--- config.mk ---
export PLATFORM = sky130hd
export DESIGN_NAME = hack_mc_cu
export DESIGN_NICKNAME = d
export VERILOG_FILES = /design/src/rtl/hack_cu_pkg.sv /design/src/rtl/hack_cu_wait_timer.sv /design/src/rtl/hack_mc_cu.sv
export SDC_FILE = /design/constraint.sdc
export NUM_CORES = 1
export LEC_CHECK = 0
export CAP_MARGIN = 5
export CORE_UTILIZATION = 48
export DETAILED_ROUTE_END_ITERATION = 6
export GPL_TIMING_DRIVEN = 0
export HOLD_SLACK_MARGIN = 0.15
export PLACE_DENSITY = 0.79
export SLEW_MARGIN = 20
export SYNTH_ARGS = -nofsm -noshare
export SYNTH_HDL_FRONTEND = slang
export SYNTH_HIERARCHICAL = 1
export SYNTH_SLANG_ARGS = --single-unit
--- constraint.sdc ---
create_clock -name clk -period 2.7 [get_ports clk]
set_input_delay 0.54 -clock clk [delete_from_list [all_inputs] [get_ports clk]]
set_output_delay 0.54 -clock clk [all_outputs]
set_load 0.005 [all_outputs]
--- src/rtl/hack_cu_pkg.sv ---
// rtl/hack_cu_pkg.sv - Hack control unit states, instruction field indices and jump resolution
package hack_cu_pkg;

    typedef enum logic [2:0] {
        FETCH,
        DECODE,
        MREAD,
        EXEC,
        HALT
    } cu_state_e;

    localparam int ABIT    = 12;
    localparam int COMP_HI = 11;
    localparam int COMP_LO = 6;
    localparam int DEST_A  = 5;
    localparam int DEST_D  = 4;
    localparam int DEST_M  = 3;
    localparam int JMP_HI  = 2;
    localparam int JMP_LO  = 0;

    function automatic int opc_idx(input int iw);
        return iw - 1;
    endfunction

    function automatic logic jump_taken(input logic [2:0] jmp, input logic zr, input logic ng);
        return (jmp[2] & ng) | (jmp[1] & zr) | (jmp[0] & ~ng & ~zr);
    endfunction

endpackage

--- src/rtl/hack_cu_wait_timer.sv ---
// rtl/hack_cu_wait_timer.sv - ack wait counter with timeout pulse on the last allowed wait cycle
module hack_cu_wait_timer #(
    parameter int WAIT_MAX = 15,
    parameter int TW       = 4
) (
    input  logic clk,
    input  logic rst_n,
    input  logic en_i,
    input  logic clr_i,
    output logic timeout_o
);

    localparam bit            TIMEOUT_EN = (WAIT_MAX != 0);
    localparam logic [TW-1:0] LAST       = TW'(WAIT_MAX - 1);

    logic [TW-1:0] cnt_q, cnt_d;

    always_comb begin
        cnt_d = cnt_q;
        if (clr_i) begin
            cnt_d = '0;
        end else if (en_i) begin
            cnt_d = cnt_q + 1'b1;
        end
    end

    // Fires during the WAIT_MAX-th unacknowledged cycle so the req drops at that edge.
    assign timeout_o = TIMEOUT_EN & en_i & (cnt_q == LAST);

    always_ff @(posedge clk or negedge rst_n) begin
        if (!rst_n) begin
            cnt_q <= '0;
        end else begin
            cnt_q <= cnt_d;
        end
    end

endmodule

--- src/rtl/hack_mc_cu.sv ---
// rtl/hack_mc_cu.sv - multi-cycle Hack control unit; HACK_CU_ILLEGAL_TRAP_EN enables the illegal-prefix trap
module hack_mc_cu
    import hack_cu_pkg::*;
#(
    parameter int IW       = 16,
    parameter int WAIT_MAX = 15,
    parameter int TW       = 4
) (
    input  logic          clk,
    input  logic          rst_n,
    input  logic          halt,
    output logic          imem_req,
    input  logic          imem_ack,
    input  logic [IW-1:0] instr,
    output logic          dmem_req,
    output logic          dmem_we,
    input  logic          dmem_ack,
    input  logic          alu_zr,
    input  logic          alu_ng,
    output logic [5:0]    alu_ctl,
    output logic          sel_am,
    output logic          sel_a,
    output logic          load_a,
    output logic          load_d,
    output logic          pc_inc,
    output logic          pc_load,
    output logic          halted,
    output logic          bus_err,
    output logic          illegal
);

    localparam int OPC = opc_idx(IW);

    cu_state_e     state_q, state_d;
    logic [IW-1:0] ir_q, ir_d;
    logic          imem_req_q, imem_req_d;
    logic          dmem_req_q, dmem_req_d;
    logic          dmem_we_q, dmem_we_d;
    logic          bus_err_q, bus_err_d;
    logic          illegal_flag;
    logic          jmp;
    logic          in_alu;
    logic          any_ack;
    logic          wait_en;
    logic          wait_clr;
    logic          timeout;

`ifdef HACK_CU_ILLEGAL_TRAP_EN
    logic illegal_q, illegal_d;
    logic prefix_ok;
    assign prefix_ok    = &ir_q[IW-2:13];
    assign illegal_flag = illegal_q;
`else
    logic unused_prefix;
    assign unused_prefix = ^ir_q[IW-2:13];
    assign illegal_flag  = 1'b0;
`endif

    assign jmp = jump_taken(ir_q[JMP_HI:JMP_LO], alu_zr, alu_ng);

    always_comb begin
        state_d    = state_q;
        ir_d       = ir_q;
        imem_req_d = imem_req_q;
        dmem_req_d = dmem_req_q;
        dmem_we_d  = dmem_we_q;
        bus_err_d  = bus_err_q;
`ifdef HACK_CU_ILLEGAL_TRAP_EN
        illegal_d  = illegal_q;
`endif
        sel_a   = 1'b0;
        load_a  = 1'b0;
        load_d  = 1'b0;
        pc_inc  = 1'b0;
        pc_load = 1'b0;

        case (state_q)
            FETCH: begin
                if (halt) begin
                    imem_req_d = 1'b0;
                    state_d    = HALT;
                end else if (imem_req_q && imem_ack) begin
                    ir_d       = instr;
                    imem_req_d = 1'b0;
                    state_d    = DECODE;
                end else if (timeout) begin
                    imem_req_d = 1'b0;
                    bus_err_d  = 1'b1;
                    state_d    = HALT;
                end else begin
                    imem_req_d = 1'b1;
                end
            end

            DECODE: begin
                if (!ir_q[OPC]) begin
                    load_a     = 1'b1;
                    pc_inc     = 1'b1;
                    imem_req_d = ~halt;
                    state_d    = FETCH;
                end
`ifdef HACK_CU_ILLEGAL_TRAP_EN
                else if (!prefix_ok) begin
                    illegal_d = 1'b1;
                    state_d   = HALT;
                end
`endif
                else if (ir_q[ABIT]) begin
                    dmem_req_d = 1'b1;
                    dmem_we_d  = 1'b0;
                    state_d    = MREAD;
                end else begin
                    dmem_req_d = ir_q[DEST_M];
                    dmem_we_d  = ir_q[DEST_M];
                    state_d    = EXEC;
                end
            end

            MREAD: begin
                if (dmem_ack) begin
                    dmem_req_d = ir_q[DEST_M];
                    dmem_we_d  = ir_q[DEST_M];
                    state_d    = EXEC;
                end else if (timeout) begin
                    dmem_req_d = 1'b0;
                    bus_err_d  = 1'b1;
                    state_d    = HALT;
                end
            end

            EXEC: begin
                // Strobes wait for the write ack so memory sees the pre-update A.
                if (!ir_q[DEST_M] || dmem_ack) begin
                    sel_a      = 1'b1;
                    load_a     = ir_q[DEST_A];
                    load_d     = ir_q[DEST_D];
                    pc_load    = jmp;
                    pc_inc     = ~jmp;
                    dmem_req_d = 1'b0;
                    dmem_we_d  = 1'b0;
                    imem_req_d = ~halt;
                    state_d    = FETCH;
                end else if (timeout) begin
                    dmem_req_d = 1'b0;
                    dmem_we_d  = 1'b0;
                    bus_err_d  = 1'b1;
                    state_d    = HALT;
                end
            end

            HALT: begin
                if (!halt && !bus_err_q && !illegal_flag) begin
                    imem_req_d = 1'b1;
                    state_d    = FETCH;
                end
            end

            default: begin
                imem_req_d = 1'b0;
                dmem_req_d = 1'b0;
                dmem_we_d  = 1'b0;
                state_d    = FETCH;
            end
        endcase
    end

    always_ff @(posedge clk or negedge rst_n) begin
        if (!rst_n) begin
            state_q    <= FETCH;
            ir_q       <= '0;
            imem_req_q <= 1'b0;
            dmem_req_q <= 1'b0;
            dmem_we_q  <= 1'b0;
            bus_err_q  <= 1'b0;
`ifdef HACK_CU_ILLEGAL_TRAP_EN
            illegal_q  <= 1'b0;
`endif
        end else begin
            state_q    <= state_d;
            ir_q       <= ir_d;
            imem_req_q <= imem_req_d;
            dmem_req_q <= dmem_req_d;
            dmem_we_q  <= dmem_we_d;
            bus_err_q  <= bus_err_d;
`ifdef HACK_CU_ILLEGAL_TRAP_EN
            illegal_q  <= illegal_d;
`endif
        end
    end

    // A late halt withdraws a pending fetch immediately.
    assign imem_req = imem_req_q & ~halt;
    assign dmem_req = dmem_req_q;
    assign dmem_we  = dmem_we_q;
    assign bus_err  = bus_err_q;
    assign illegal  = illegal_flag;
    assign halted   = (state_q == HALT);
    assign in_alu   = (state_q == EXEC) || (state_q == MREAD);
    assign alu_ctl  = in_alu ? ir_q[COMP_HI:COMP_LO] : 6'b0;
    assign sel_am   = in_alu & ir_q[ABIT];

    assign any_ack  = (imem_req & imem_ack) | (dmem_req_q & dmem_ack);
    assign wait_en  = (imem_req | dmem_req_q) & ~any_ack;
    assign wait_clr = any_ack | (state_d != state_q);

    hack_cu_wait_timer #(
        .WAIT_MAX (WAIT_MAX),
        .TW       (TW)
    ) u_wait_timer (
        .clk       (clk),
        .rst_n     (rst_n),
        .en_i      (wait_en),
        .clr_i     (wait_clr),
        .timeout_o (timeout)
    );

endmodule

# After elaboration in Yosys (flattened, before gate mapping)
# Cells that the tools add are included.
[totals]
reg_bits = 27
out_inout_bits = 18
elab_cells = 110
[op_classes]
n_addsub = 1
n_eq_ne = 16
muxes = 48
bitwise = 22
reduce_logical = 16
[ops]
columns = ["operator", "count"]
rows = [
  ["1-bit two-way mux", 31],
  ["3-bit two-way mux", 6],
  ["2-bit != test (second input constant)", 8],
  ["3-bit one-hot mux with 5 select lines", 1],
  ["1-bit AND", 10],
  ["4-bit two-way mux", 2],
  ["1-bit one-hot mux with 4 select lines", 2],
  ["4-bit AND reduction", 2],
  ["1-bit NOT", 7],
  ["3-bit by 2-bit == test with 1-bit output (second input constant)", 2],
  ["6-bit two-way mux", 1],
  ["1-bit OR", 5],
  ["1-bit one-hot mux with 5 select lines", 1],
  ["5-bit AND reduction", 1],
  ["4-bit by 1-bit adder with 4-bit output (second input constant)", 1],
  ["4-bit == test (second input constant)", 1],
  ["1-bit one-hot mux with 2 select lines", 2],
  ["3-bit by 1-bit == test with 1-bit output (second input constant)", 1],
  ["3-bit == test (second input constant)", 1],
  ["1-bit logical NOT", 3],
  ["3-bit logical NOT", 1],
  ["3-bit != test", 1],
  ["3-bit != test (second input constant)", 1],
  ["1-bit one-hot mux with 3 select lines", 1],
  ["9 further kinds", 11],
]

# Longest topological paths before layout
[logic_depth]
word_depth = 14
mapped_depth = 10
mapped_depth_nobuf = 10

# Cells and area by module
# The synthesis kept the hierarchy.
[by_module_without_submodules]
columns = ["mod", "instances", "cells_each", "area_per_inst_um2"]
rows = [
  ["hack_mc_cu", 1, 128, 1331.3],
  ["hack_cu_wait_timer", 1, 20, 222.7],
]

# Worst setup path after synthesis
# OpenSTA, ideal clock, no wires.
[synth_path]
path_kind = "input port to flip-flop"
from = "input port imem_ack"
to = "register u_wait_timer.cnt_q[3]"
setup_ns = 0.064
t_arrival_ns = 2.152
path_slack_ns = 0.485
path_stages = 10
n_path_buf = 0
cell_sequence = "nand2_1 -> o21ai_0 -> nor2_1 -> and4_1 -> nor2_1 -> nand3_1 -> a221oi_1 -> nand3_1 -> nor2b_1 -> mux2_4"
[synth_between]
elab_chain_len = 12
elab_cells_between_ends = 16
cone_classes = "eq/ne (1); mux (7); bitwise (6); reduce/logical (2)"
[synth_rtl]
columns = ["item", "line", "source"]
rows = [
  ["from (decl)", "hack_mc_cu.sv:13", "input logic imem_ack,"],
  ["1-bit AND *", "hack_mc_cu.sv:202", "assign any_ack = (imem_req & imem_ack) | (dmem_req_q & dmem_ack);"],
  ["1-bit OR *", "hack_mc_cu.sv:202", ""],
  ["1-bit NOT *", "hack_mc_cu.sv:203", "assign wait_en = (imem_req | dmem_req_q) & ~any_ack;"],
  ["1-bit AND *", "hack_mc_cu.sv:203", ""],
  ["via wait_en", "hack_mc_cu.sv:44", "logic wait_en;"],
  ["1-bit AND *", "hack_cu_wait_timer.sv:28", "assign timeout_o = TIMEOUT_EN & en_i & (cnt_q == LAST);"],
  ["via timeout", "hack_mc_cu.sv:46", "logic timeout;"],
  ["3-bit two-way mux *", "hack_mc_cu.sv:86, hack_mc_cu.sv:124, hack_mc_cu.sv:143", ""],
  ["3-bit two-way mux", "hack_mc_cu.sv:82", "end else if (imem_req_q && imem_ack) begin"],
  ["3-bit two-way mux", "hack_mc_cu.sv:79", "if (halt) begin"],
  ["3-bit one-hot mux with 5 select lines *", "hack_mc_cu.sv:77", "case (state_q)"],
  ["3-bit != test *", "hack_mc_cu.sv:204", "assign wait_clr = any_ack | (state_d != state_q);"],
  ["1-bit OR *", "hack_mc_cu.sv:204", ""],
  ["via wait_clr", "hack_mc_cu.sv:45", "logic wait_clr;"],
  ["4-bit two-way mux / 2-bit nonzero test (equally long branches)", "-", ""],
  ["to (signal assigned)", "hack_cu_wait_timer.sv:34", "cnt_q <= cnt_d;"],
  ["to (decl)", "hack_cu_wait_timer.sv:16", "logic [TW-1:0] cnt_q, cnt_d;"],
]
# The timed path passes the listed nets; every way through them passes the cells marked *.
# A chain may end at the register's enable or synchronous reset.

# Final worst setup path
[layout_path]
from = "input port imem_ack"
to = "register u_wait_timer.cnt_q[2]"
# The elaborated chain is that of the path after synthesis.

==> results.md <==
- The total standard cell area after synthesis is 0.00155 mm².
- Entering global routing, the biggest net connects 26 pins.
- In this run the worst hold path is classified as input port to async pin.
- The global route total overflow is 0.
- The fraction of the mapped netlist area in compound gates is 13.8%.
- The number of ports placed on the die boundary is 41.
- Averaged over all synthesized cells, the footprint is 10.5 µm².
- The area growth from synthesis to layout is 31.0%.
- The max-capacitance violation count is 0.
- Setup repair after global routing could not meet its margin everywhere.
- The most critical setup path has its endpoint at u_wait_timer/cnt_q[2]$_DFFE_PN0P_.
- The die is 58.9 µm wide.
- After floorplanning, the core was sized to cover 0.00305 mm².
- After legalization and detailed placement, the total HPWL measured 2490 µm.
- After Yosys synthesis, full adders, half adders and majority gates account for 1.61% of the synthesized area.
- Yosys printed 6 warnings.
- The critical path starts at imem_ack.
- The number of enable flip-flop cells after synthesis is 0.
- At the pin with the least slew margin, the transition time is 0.544 ns.
- The total number of vias is 1292.
- The power density of the placed cells is 404 mW/mm².
- The length in cells of the worst reg-to-reg path is 10.
- The later pin in the worst-skew pair is clocked with a latency of 0.33 ns.
- The number of rows created at floorplan is 20.
- Once routing completed, OpenROAD measured the worst setup slack at 0.0346 ns.
- The via density per instance is 5.52.
- The first global-routing pass estimated 5570 µm of wire.
- Along the worst path, the maximum fanout reaches 7.
- The via count of the first global-routing pass came to 1253.
- For this run, the number of standard cells in the final layout without fillers is 234.
- The launch point of the worst reg-to-reg path is imem_req_q$_DFFE_PN0P_.
- The final layout contains routed wiring with a total length of 3400 µm.
- Synthesis instantiated 45 different standard cells from the library.
- Setup violations remaining at the end of the flow were counted as 0.
- Global routing consumed, over all layers together, 21.0% of the routing resources.
- The clock-pin slew reported for the worst setup and hold paths after clock tree synthesis is 0.13 ns.
- The upper clock frequency limit is 0.375 GHz.
- The combinational family with the most area after synthesis is simple AND/OR/NAND/NOR gates.
- For this run, the leading register cell type out of synthesis is dfrtp_1.
- The final design utilization is 66.7%.
- In the routed design, unresolved DRC markers number 0.
- Traced cell by cell, the critical path runs through clkdlybuf4s50_1 > nand2_1 > o21ai_2 > nor2_2 > and4_1 > nor2_2 > nand3_1 > a221oi_1 > nand3_1 > buf_4 > a21oi_1.
- The final number of max-transition violations is 0.
- The arrival time at the worst endpoint is 2.93 ns.
- The required time at the worst-slack endpoint is 2.96 ns.
- Dividing the detail-routed wire length by the instance count gives 14.5 µm.
- The endpoint identified for the worst register-to-register timing path is u_wait_timer/cnt_q[2]$_DFFE_PN0P_.
- The die footprint is 0.00347 mm².
- Of the total synthesized cell area, the portion taken by AND, OR, NAND and NOR gates is 21.5%.
- Setup slack on the worst reg-to-reg path comes out at 0.40 ns.
- TritonCTS built the clock tree.
- The die span in y is 58.9 µm.
- The post-placement worst setup slack is -0.458 ns.
- The initial antenna violation count is 0.
- Counting flops with an async set or reset pin after synthesis yields a share of 100%.
- Including well taps, the total number of placed cells is 229.
- The number of levels the H-tree was split into is 1.
- The number of DRC markers in iteration 0 is 56.
- The run finished with clean final reports.
- The xor/xnor share of the synthesized area is 0.564%.
- STA classifies the critical path endpoint as a flop.
- STA classifies the critical path startpoint as an input port.
- The master cell of the clock root buffer is clkbuf_4.
- The worst setup path is of the input port to flop kind.
- Clock tree synthesis found a total of 25 sinks.
- The setup TNS is 0 ns.
- The number of iterations in the first detailed-routing pass is 4.
- The detail route stage leaves a number of antenna-violating nets equal to 0.
- For this run, the register share of the synthesized area comes to 40.3%.
- The flip-flop and latch count after synthesis is 25.
- The post-route netlist has 20.5% of its cells at a drive strength greater than 1.
- The worst ir drop on vdd is 305 µV.
- The count of buffers added on input and output ports is 37.
- The final-report hold violation count is 0.
- No sink is reached through more buffers than the 2 on the longest clock path.
- The number of nets handed over by synthesis was 173.
- The final layout contains 216 nets.
- The instance count of the mapped netlist is 148.
- For this design the static power due to leakage is 0.000923 µW.
- On the final layout, the worst clock skew is 0.00311 ns.
- The congestion estimate from routability-driven global placement came to 0.960.
- The initial cell density of the core is 50.9%.
- The multiplexer area fraction after synthesis is 16.3%.
- For this design, the slowest cell found on the critical path is clkdlybuf4s50_1.
- TritonCTS created 3 clock buffers.
- The number of antenna diodes in the final layout is 0.
- The worst path uses 98.7% of the clock period.
- On the worst path, the slowest cell contributes a delay of 0.52 ns.
- The worst path needs 2.67 ns of the cycle, external delays included.
- Measured against its own limit, the worst slew margin works out to 63.7%.
cell type report:
type,count,area (µm²)
Timing Repair Buffer,38,378
Clock buffer,4,26.3
Fill cell,258,1020
Multi-Input combinational cell,110,863
Sequential cell,25,626
Tap cell,44,55.1
Inverter,5,18.8
Buffer,8,68.8
synthesized netlist by cell type (2+ instances only):
library cell | instances | area [µm²]
nand2b_1 | 6 | 37.5
dfrtp_1 | 25 | 626
ha_1 | 2 | 25.0
o21ai_1 | 2 | 10.0
mux2_2 | 6 | 67.6
o31ai_1 | 3 | 22.5
nor2_1 | 15 | 56.3
mux2_4 | 11 | 165
or2b_1 | 2 | 15.0
a21oi_1 | 6 | 30.0
a221oi_1 | 2 | 17.5
nand4_1 | 2 | 12.5
and2_1 | 8 | 50.1
buf_4 | 2 | 15.0
a31oi_1 | 3 | 18.8
buf_6 | 4 | 45.0
nand3_1 | 3 | 15.0
inv_1 | 5 | 18.8
nor3b_1 | 2 | 15.0
o21ai_0 | 4 | 20.0
o21a_1 | 3 | 22.5
nand2_1 | 9 | 33.8
through the flow:
| stage | hold WS [ns] | cell area, µm² | power (µW) |
|---|---|---|---|
| after floorplan | 0.244 | 1550 | 576 |
| after global placement | 0.479 | 1980 | 636 |
| after detailed placement | 0.484 | 1980 | 651 |
| after CTS | 0.514 | 2020 | 820 |
| after global routing | 0.198 | 2040 | 871 |
| final | 0.173 | 2040 | 823 |
power breakdown:
group | switching [µW] | leakage [µW] | internal (µW)
sequential | 43.8 | 0.000326 | 422
clock | 111 | 0.0000150 | 58.1
combinational | 77.5 | 0.000582 | 111
total | 232 | 0.000923 | 591
cells by family (layout without fill, tap and decap cells):
family,Yosys count,count (layout)
other cells,1,1
compound gates,31,31
flops,25,25
simple gates,56,56
buf+inv,13,55
fa+ha+maj,2,2
mux,19,19
xor+xnor,1,1
placed cells by master, fill, tap and decap left out, types with 4 or more instances in the layout:
cell	netlist	routed
dfrtp_1	25	25
nand2_1	9	9
nor2_1	15	13
inv_1	5	5
and2_1	8	8
a21oi_1	6	6
clkdlybuf4s50_1	0	34
nand2b_1	6	5
mux2_2	6	6
buf_6	4	4
mux2_4	11	11
worst min path at each step:
stage | slack (ns) | start | cells past startpoint | to
final | 0.17 | rst_n | 1 | ir_q[11]$_DFFE_PN0P_
after floorplan | 0.24 | rst_n | 0 | bus_err$_DFFE_PN0P_
after CTS | 0.51 | ir_q[10]$_DFFE_PN0P_ | 1 | ir_q[10]$_DFFE_PN0P_
after global routing | 0.20 | rst_n | 1 | u_wait_timer/cnt_q[0]$_DFFE_PN0P_
after global placement | 0.48 | ir_q[9]$_DFFE_PN0P_ | 1 | ir_q[9]$_DFFE_PN0P_
after detailed placement | 0.48 | ir_q[10]$_DFFE_PN0P_ | 1 | ir_q[10]$_DFFE_PN0P_
flip-flops by register name, summed over array words and instances (netlist names):
name,count
ir_q,14
u_wait_timer/cnt_q,4
imem_req_q,1
bus_err,1
dmem_req,1
state_q,3
dmem_we,1
worst max-delay path: cells and delay by family:
family	cells	cell delay, ns
simple gates	6	1.01
compound gates	3	0.66
buf+inv	2	0.71
repair_timing:
action                     in CTS  in global routing
pin swaps                       1                  0
setup buffers                   1                  0
resized for setup               2                  6
hold buffers                    0                  0
setup endpoints to repair       3                  7
routing by layer:
layer  routed length [µm]  global-route usage [%]  up-vias  part of all wire, %
li1                     -                       -      605                    -
met1                 1430                    25.9      630                   42
met2                 1730                    37.2       53                   51
met3                  215                    5.27        4                  6.3
met4                   28                    4.08        0                 0.82
met5                    0                       0        -                    0
No activity file was read; power rests on OpenSTA's default activity.
